--- src/rtl/line_beat_buffer.sv ---
// line_beat_buffer: cache-line register with AXI-beat fill and rotating drain engines.
module line_beat_buffer #(
  parameter  int AXI_DATA_WIDTH = 32,
  parameter  int BLOCK_WIDTH    = 512,
  localparam int BEAT_COUNT     = BLOCK_WIDTH / AXI_DATA_WIDTH,
  localparam int CNT_WIDTH      = $clog2(BEAT_COUNT)
) (
  input  logic                      clk,
  input  logic                      arst,
  input  logic                      i_load_en,
  input  logic [BLOCK_WIDTH-1:0]    i_block,
  input  logic                      i_start_fill,
  input  logic                      i_start_drain,
  input  logic                      i_abort,
  input  logic [AXI_DATA_WIDTH-1:0] s_data,
  input  logic                      s_valid,
  input  logic                      s_last,
  output logic                      s_ready,
  output logic [AXI_DATA_WIDTH-1:0] m_data,
  output logic                      m_valid,
  output logic                      m_last,
  input  logic                      m_ready,
  output logic [BLOCK_WIDTH-1:0]    o_block,
  output logic [CNT_WIDTH-1:0]      o_beat_cnt,
  output logic                      o_busy,
  output logic                      o_fill_done,
  output logic                      o_drain_done,
  output logic                      o_err
);
  localparam int D = AXI_DATA_WIDTH;
  localparam int W = BLOCK_WIDTH;
  localparam logic [CNT_WIDTH-1:0] LAST = CNT_WIDTH'(BEAT_COUNT - 1);
  typedef enum logic [1:0] {IDLE, FILL, DRAIN} state_e;
  state_e         state_q, state_d;
  logic [W-1:0]   block_q, block_d;
  logic [CNT_WIDTH-1:0] cnt_q, cnt_d;
  logic           err_q, err_d, fill_done_q, fill_done_d, drain_done_q, drain_done_d;
  logic           at_last;
  assign at_last      = cnt_q == LAST;
  assign s_ready      = state_q == FILL;
  assign m_valid      = state_q == DRAIN;
  assign m_data       = block_q[D-1:0];
  assign m_last       = m_valid && at_last;
  assign o_block      = block_q;
  assign o_beat_cnt   = cnt_q;
  assign o_busy       = state_q != IDLE;
  assign o_fill_done  = fill_done_q;
  assign o_drain_done = drain_done_q;
  assign o_err        = err_q;
  always_comb begin
    state_d      = state_q;
    block_d      = block_q;
    cnt_d        = cnt_q;
    err_d        = err_q;
    fill_done_d  = 1'b0;
    drain_done_d = 1'b0;
    case (state_q)
      IDLE: begin
        if (i_start_fill) begin
          state_d = FILL;
          cnt_d   = '0;
          err_d   = 1'b0;
        end else begin
          block_d = i_load_en ? i_block : block_q;
          if (i_start_drain) begin
            state_d = DRAIN;
            cnt_d   = '0;
            err_d   = 1'b0;
          end
        end
      end
      FILL: begin
        if (i_abort) begin
          state_d = IDLE;
          cnt_d   = '0;
        end else if (s_valid) begin
          block_d = {s_data, block_q[W-1:D]};
          err_d   = err_q | (s_last != at_last);
          cnt_d   = at_last ? '0 : cnt_q + CNT_WIDTH'(1);
          state_d = at_last ? IDLE : FILL;
          fill_done_d = at_last;
        end
      end
      DRAIN: begin
        if (i_abort) begin
          state_d = IDLE;
          cnt_d   = '0;
        end else if (m_ready) begin
          // rotate so the line is intact once every beat has gone out
          block_d = {block_q[D-1:0], block_q[W-1:D]};
          cnt_d   = at_last ? '0 : cnt_q + CNT_WIDTH'(1);
          state_d = at_last ? IDLE : DRAIN;
          drain_done_d = at_last;
        end
      end
      default: state_d = IDLE;
    endcase
  end
  always_ff @(posedge clk) begin
    if (arst) begin
      state_q      <= IDLE;
      block_q      <= '0;
      cnt_q        <= '0;
      err_q        <= 1'b0;
      fill_done_q  <= 1'b0;
      drain_done_q <= 1'b0;
    end else begin
      state_q      <= state_d;
      block_q      <= block_d;
      cnt_q        <= cnt_d;
      err_q        <= err_d;
      fill_done_q  <= fill_done_d;
      drain_done_q <= drain_done_d;
    end
  end
endmodule

--- config.mk ---
export PLATFORM = sky130hd
export DESIGN_NAME = line_beat_buffer
export DESIGN_NICKNAME = d
export VERILOG_FILES = /design/src/rtl/line_beat_buffer.sv
export SDC_FILE = /design/constraint.sdc
export NUM_CORES = 1
export LEC_CHECK = 0
export BUFFER_PORTS_ARGS = -buffer_cell sky130_fd_sc_hd__buf_4
export CAP_MARGIN = 5
export CORE_AREA = 2 2 428 430
export DETAILED_ROUTE_END_ITERATION = 8
export DIE_AREA = 0 0 430 432
export GPL_TIMING_DRIVEN = 0
export SYNTH_ARGS = -nofsm -noshare
export SYNTH_HDL_FRONTEND = slang
export SYNTH_SLANG_ARGS = --single-unit
--- constraint.sdc ---
create_clock -name clk -period 2.2 [get_ports clk]
set_input_delay 0.44 -clock clk [delete_from_list [all_inputs] [get_ports clk]]
set_output_delay 0.44 -clock clk [all_outputs]
set_load 0.005 [all_outputs]
Yosys cells after proc, flatten, opt, wreduce, memory -nomap -nowiden. Cells that the tools add are included.

Bits in read-only memories: 0. Bits in latches: 0. Memories kept: 0. Flip-flop bits (word level): 521. Bits of input ports: 553. RAM bits: 0. Output and inout port bits: 555.

Bitwise gates (word level): 5. Reductions and logical operators: 11. Div/mod/pow operators: 0. Muxes and demuxes: 29. Add/sub/neg operators: 1. Eq/ne operators: 13. Shift operators: 0. $lt $le $gt $ge: 0. Multiply operators: 0.

Operator list (number): two-way mux 512 bit (6); one-hot mux 512 bit (3 select lines) (1); two-way mux 4 bit (7); two-way mux 2 bit (7); one-hot mux 4 bit (3 select lines) (1); inequality test 2 bit, second input constant (5); AND reduction 4 bit (2); OR reduction 4 bit (2); AND reduction 7 bit (1); inequality test 3 bit, second input constant (2); one-hot mux 2 bit (3 select lines) (1); two-way mux 1 bit (5); adder 4 x 1 -> 4 bit, second input constant (1); equality test 4 bit, second input constant (1); inverter 1 bit (4); nonzero test 2 bit (2); inequality test 3 x 2 -> 1 bit, second input constant (1); AND reduction 3 bit (1); nonzero test 3 bit (1); equality test 2 x 1 -> 1 bit, second input constant (1); equality test 2 bit, second input constant (1); zero test 2 bit (1); inequality test 2 x 1 -> 1 bit, second input constant (1); one-hot mux 1 bit (2 select lines) (1); other kinds (3) (3).

Longest topological paths before layout.
Depth after elaboration: 6. Gate-level depth with buffers: 10.

Worst setup path after synthesis. Ideal clock, no wire load.

Kind: register -> register. From: reg state_q[0]. To: reg block_q[228], in the netlist o_block[228]. Data required time: 2.066 ns. Clock period less this slack: 2.151 ns. Stages on the path, launching flop included: 11. Path slack: 0.049 ns. Buffers on the path: 4. Setup time: 0.134 ns. Data arrival time: 2.017 ns. Cell sequence: dfxtp_1 inv_1 ha_1 buf_2 and2b_1 a211o_1 nor2_1 buf_2 buf_2 buf_2 a211oi_1.

Cells in the longest elaborated chain, start to end: 3. Elaborated cells on any way between the ends: 12. Classes of those cells: eq/ne: 8; mux: 1; reduce/logical: 3.

Ends and longest elaborated chain: from (decl) (RTL line 34) `state_e state_q, state_d;`; from (signal assigned) (RTL line 108) `state_q <= state_d;`; equality test 2 bit *; net m_valid (RTL line 20) `output logic m_valid,`; inequality test 2 x 1 -> 1 bit (no source line) (tied with other cells); AND reduction 7 bit (no source line); to (signal assigned) (RTL line 109) `block_q <= block_d;`; to (decl) (RTL line 35) `logic [W-1:0] block_q, block_d;`.

Mark *: on every way through the listed nets, which the timed path passes. The rest lies on a longest branch. A chain may end at the register's enable or synchronous reset.

Worst setup path after layout.
From: reg state_q[0]. To: reg block_q[375], in the netlist o_block[375].

Cells in the longest elaborated chain, start to end: 3. Elaborated cells on any way between the ends: 12. Classes of those cells: eq/ne: 8; mux: 1; reduce/logical: 3.

Ends and longest elaborated chain: equality test 2 bit (tied with other cells) (RTL line 57) `case (state_q)`; inequality test 2 x 1 -> 1 bit (no source line) (tied with other cells); AND reduction 7 bit (no source line).

Parallel ways exist; a longest one is shown, timed or not.

==> impl_metrics.json <==
{
  "synthArstFlopShare_pct": 0,
  "wl_mm": 211,
  "crit_path_end_kind": "flip-flop",
  "antenna_found_initial": 61,
  "syn_area_per_cell_um2": 8.12,
  "dieArea_um2": 186000,
  "grt_pass1_wl_mm": 268,
  "cts_tree": "done",
  "fin_ws_ns": -0.0902,
  "placedCellCount": 6573,
  "dr_total_vias": 31945,
  "synth.distinct_cells": 34,
  "ir_drop_mv": 0.522,
  "yosysMostFrequentCell": "a21oi_1",
  "rows": 157,
  "power_mw": 48.9,
  "critPathKind": "flip-flop to flip-flop",
  "cap_violations": 0,
  "insertion_delay_ns": 0.68,
  "portBuffers": 1106,
  "gp_congestion": 1.02,
  "syn_nets": 3640,
  "synth_edf_count": 0,
  "first_pass_iters": 5,
  "yosysSeqAreaShare_pct": 41.7,
  "grt_pass1_vias": 29821,
  "status": "finished, violations left",
  "crit_path_frequent_cell": "buf_12",
  "power_density_nw_per_um2": 1140,
  "cp.required_ns": 2.73,
  "die_y_um": 432,
  "yosys-top-cells-area": "dfxtp_1 42%, a21oi_1 21%, a211oi_1 14%, nor2b_1 12%, clkbuf_1 3.0%",
  "fin_skew_ns": 0.0328,
  "grt_max_degree": 13,
  "fin_cells": 6797,
  "cts_buffers": 68,
  "synthFlopType": "dfxtp_1",
  "hpwl_mm": 173,
  "ys_warn_count": 0,
  "grt_usage_pct": 21.1,
  "ant_nets": 0,
  "synthesis.area_um2": 25000,
  "syn_inst": 3082,
  "layout-drive-gt1-share_pct": 41.3,
  "dieWidth_um": 430,
  "pre_cts_ws_ns": -3.08,
  "path_max_fanout": 8,
  "regArea_um2": 10400,
  "slew_headroom_pct": 39.6,
  "yosys-top-cells-count": "1031 x a21oi_1, 521 x dfxtp_1, 484 x nor2b_1, 480 x a211oi_1, 202 x clkbuf_1",
  "multi_input_area_um2": 14000,
  "initial_core_util_pct": 13.8,
  "p_leak_nw": 17.1,
  "worst_pin_slew_ns": 0.906,
  "slowest_delay_ns": 0.37,
  "worstPathArrival_ns": 2.82,
  "layout.nets": 4890,
  "area_growth_pct": 71.4,
  "synth_area_leader_cell": "dfxtp_1",
  "critical_path.slowest_cell": "dfxtp_4",
  "overflow": 0,
  "synth_top_area_share_pct": 41.7,
  "fin_crit_ns": 2.29,
  "root_buffer": "clkbuf_16",
  "clk_path_buf_depth": 3,
  "viasPerCell": 4.70,
  "ys_ff_latch": 521,
  "core_um2": 182000,
  "max_freq_mhz": 437,
  "drv_slew": 0,
  "setup_violations": 205,
  "rsz0062_at_grt": "yes",
  "wire_per_inst_um": 31.0,
  "worstSetupStartpointType": "flip-flop",
  "htree_levels": 3,
  "drc": 0,
  "drtIter0Drc": 3150,
  "period_share_pct": 104,
  "fill_cells": 19915,
  "violations": "setup timing",
  "boundaryPins": 1108,
  "clkSlewWorstSetupHoldPaths_ns": 0.06,
  "cp_cell_sequence": "inv_4, ha_4, buf_12, and2b_2, a211o_4, nor2_4, buf_12, buf_12, buf_16, clkbuf_16, a211oi_1",
  "cts.sinks": 521,
  "hold_viol": 0,
  "hold_class": "input port to flip-flop"
}
## layout make-up
cell class | count | share of cell area [%]
flip-flops and latches | 521 | 24.3
inverters | 4 | 0.0408
diodes | 27 | 0.158
clock buffers | 102 | 4.67
multi-input cells | 2173 | 32.5
well taps | 2385 | 6.96
plain buffers | 382 | 7.88
clock inverters | 21 | 0.589
repair buffers | 1182 | 22.8
## power by group
group	leakage [nW]	internal [mW]	switching [mW]
clock network	1.09	6.79	4.87
registers	4.31	11.7	4.33
logic	11.7	9.88	11.4
total	17.1	28.3	20.6
## metrics by stage
step | utilization, % | hold slack [ns] | setup TNS [ns] | instance area (um^2)
floorplan | - | 0.460 | 0 | 25000
global placement | 20.0 | 0.467 | -1047.02 | 36300
detailed placement | 20.0 | 0.467 | -1060.44 | 36300
CTS | 22.3 | 0.0111 | -11.36 | 40500
global route | 23.6 | 0.0484 | -26.79 | 42900
finish | 23.6 | 0.0884 | -9.63 | 42900
## worst max-delay path, delay by kind of cell (launching register included)
family,cells,cell delay (ns)
DFF,1,0.37
buffers and inverters,6,0.81
adders and majority gates,1,0.16
AOI/OAI and AO/OA,2,0.37
and+or+nand+nor,2,0.40
## worst paths after layout
check | start | end | slack, ns | cells after the start
max | state_q[0]$_SDFFE_PP0P_ | o_block[375]$_SDFFE_PP0P_ | -0.09 | 11
min | s_valid | o_fill_done$_SDFF_PP0_ | 0.09 | 3
max reg2reg | state_q[0]$_SDFFE_PP0P_ | o_block[375]$_SDFFE_PP0P_ | -0.09 | 11
min reg2reg | o_err$_SDFFE_PP0P_ | o_err$_SDFFE_PP0P_ | 0.50 | 2
## timing repair
item                                   CTS  global route
setup endpoints to repair              519           514
pin swaps                                7           112
hold buffers                             1             0
resized for setup                      475           424
endpoints found under the hold margin    1             0
cloned                                   6            39
setup buffers                           26             7
## cell usage in the layout (no fill, tap or decap), types with 3 or more instances in the layout
cell type,instances
a211oi_2,128
nor2b_1,480
buf_2,13
o21ai_0,34
ha_4,3
bufinv_16,4
a21oi_4,17
inv_6,5
clkbuf_8,17
dfxtp_2,3
o21ai_1,3
nand4_1,3
clkbuf_16,116
a21oi_1,964
buf_4,1196
diode_2,27
buf_6,45
nor2b_2,4
clkbuf_2,59
nand2b_1,4
clkbuf_4,31
dfxtp_1,516
a22oi_1,32
clkinvlp_4,4
a211oi_1,352
nand3_1,34
buf_8,58
buf_12,31
clkbuf_1,96
a21oi_2,50
nor2_1,36
and3_1,3
o31ai_1,3
clkinv_2,5
## per-layer routing
| metal | routed length, um | track usage (%) | up-vias |
|---|---|---|---|
| li1 | - | - | 13795 |
| met1 | 81700 | 25.0 | 15968 |
| met2 | 102000 | 36.1 | 1798 |
| met3 | 16900 | 5.07 | 370 |
| met4 | 9680 | 8.86 | 14 |
| met5 | 93 | 0 | - |
## kinds of logic (layout without fill, tap and decap cells)
family | Yosys count | in the layout | synth area share (%)
compound gates | 1590 | 1590 | 37.1
xor+xnor | 1 | 1 | 0.0350
fa+ha+maj | 5 | 5 | 0.250
buf+inv | 388 | 1691 | 7.01
flops | 521 | 521 | 41.7
other cells | 0 | 27 | 0
simple gates | 577 | 577 | 13.9
## flip-flops by register name, summed over array words and instances (netlist names)
name / flops
o_beat_cnt: 4
o_err: 1
o_fill_done: 1
o_drain_done: 1
o_block: 512
state_q: 2
Note: power is estimated with default switching activity, not from simulation.
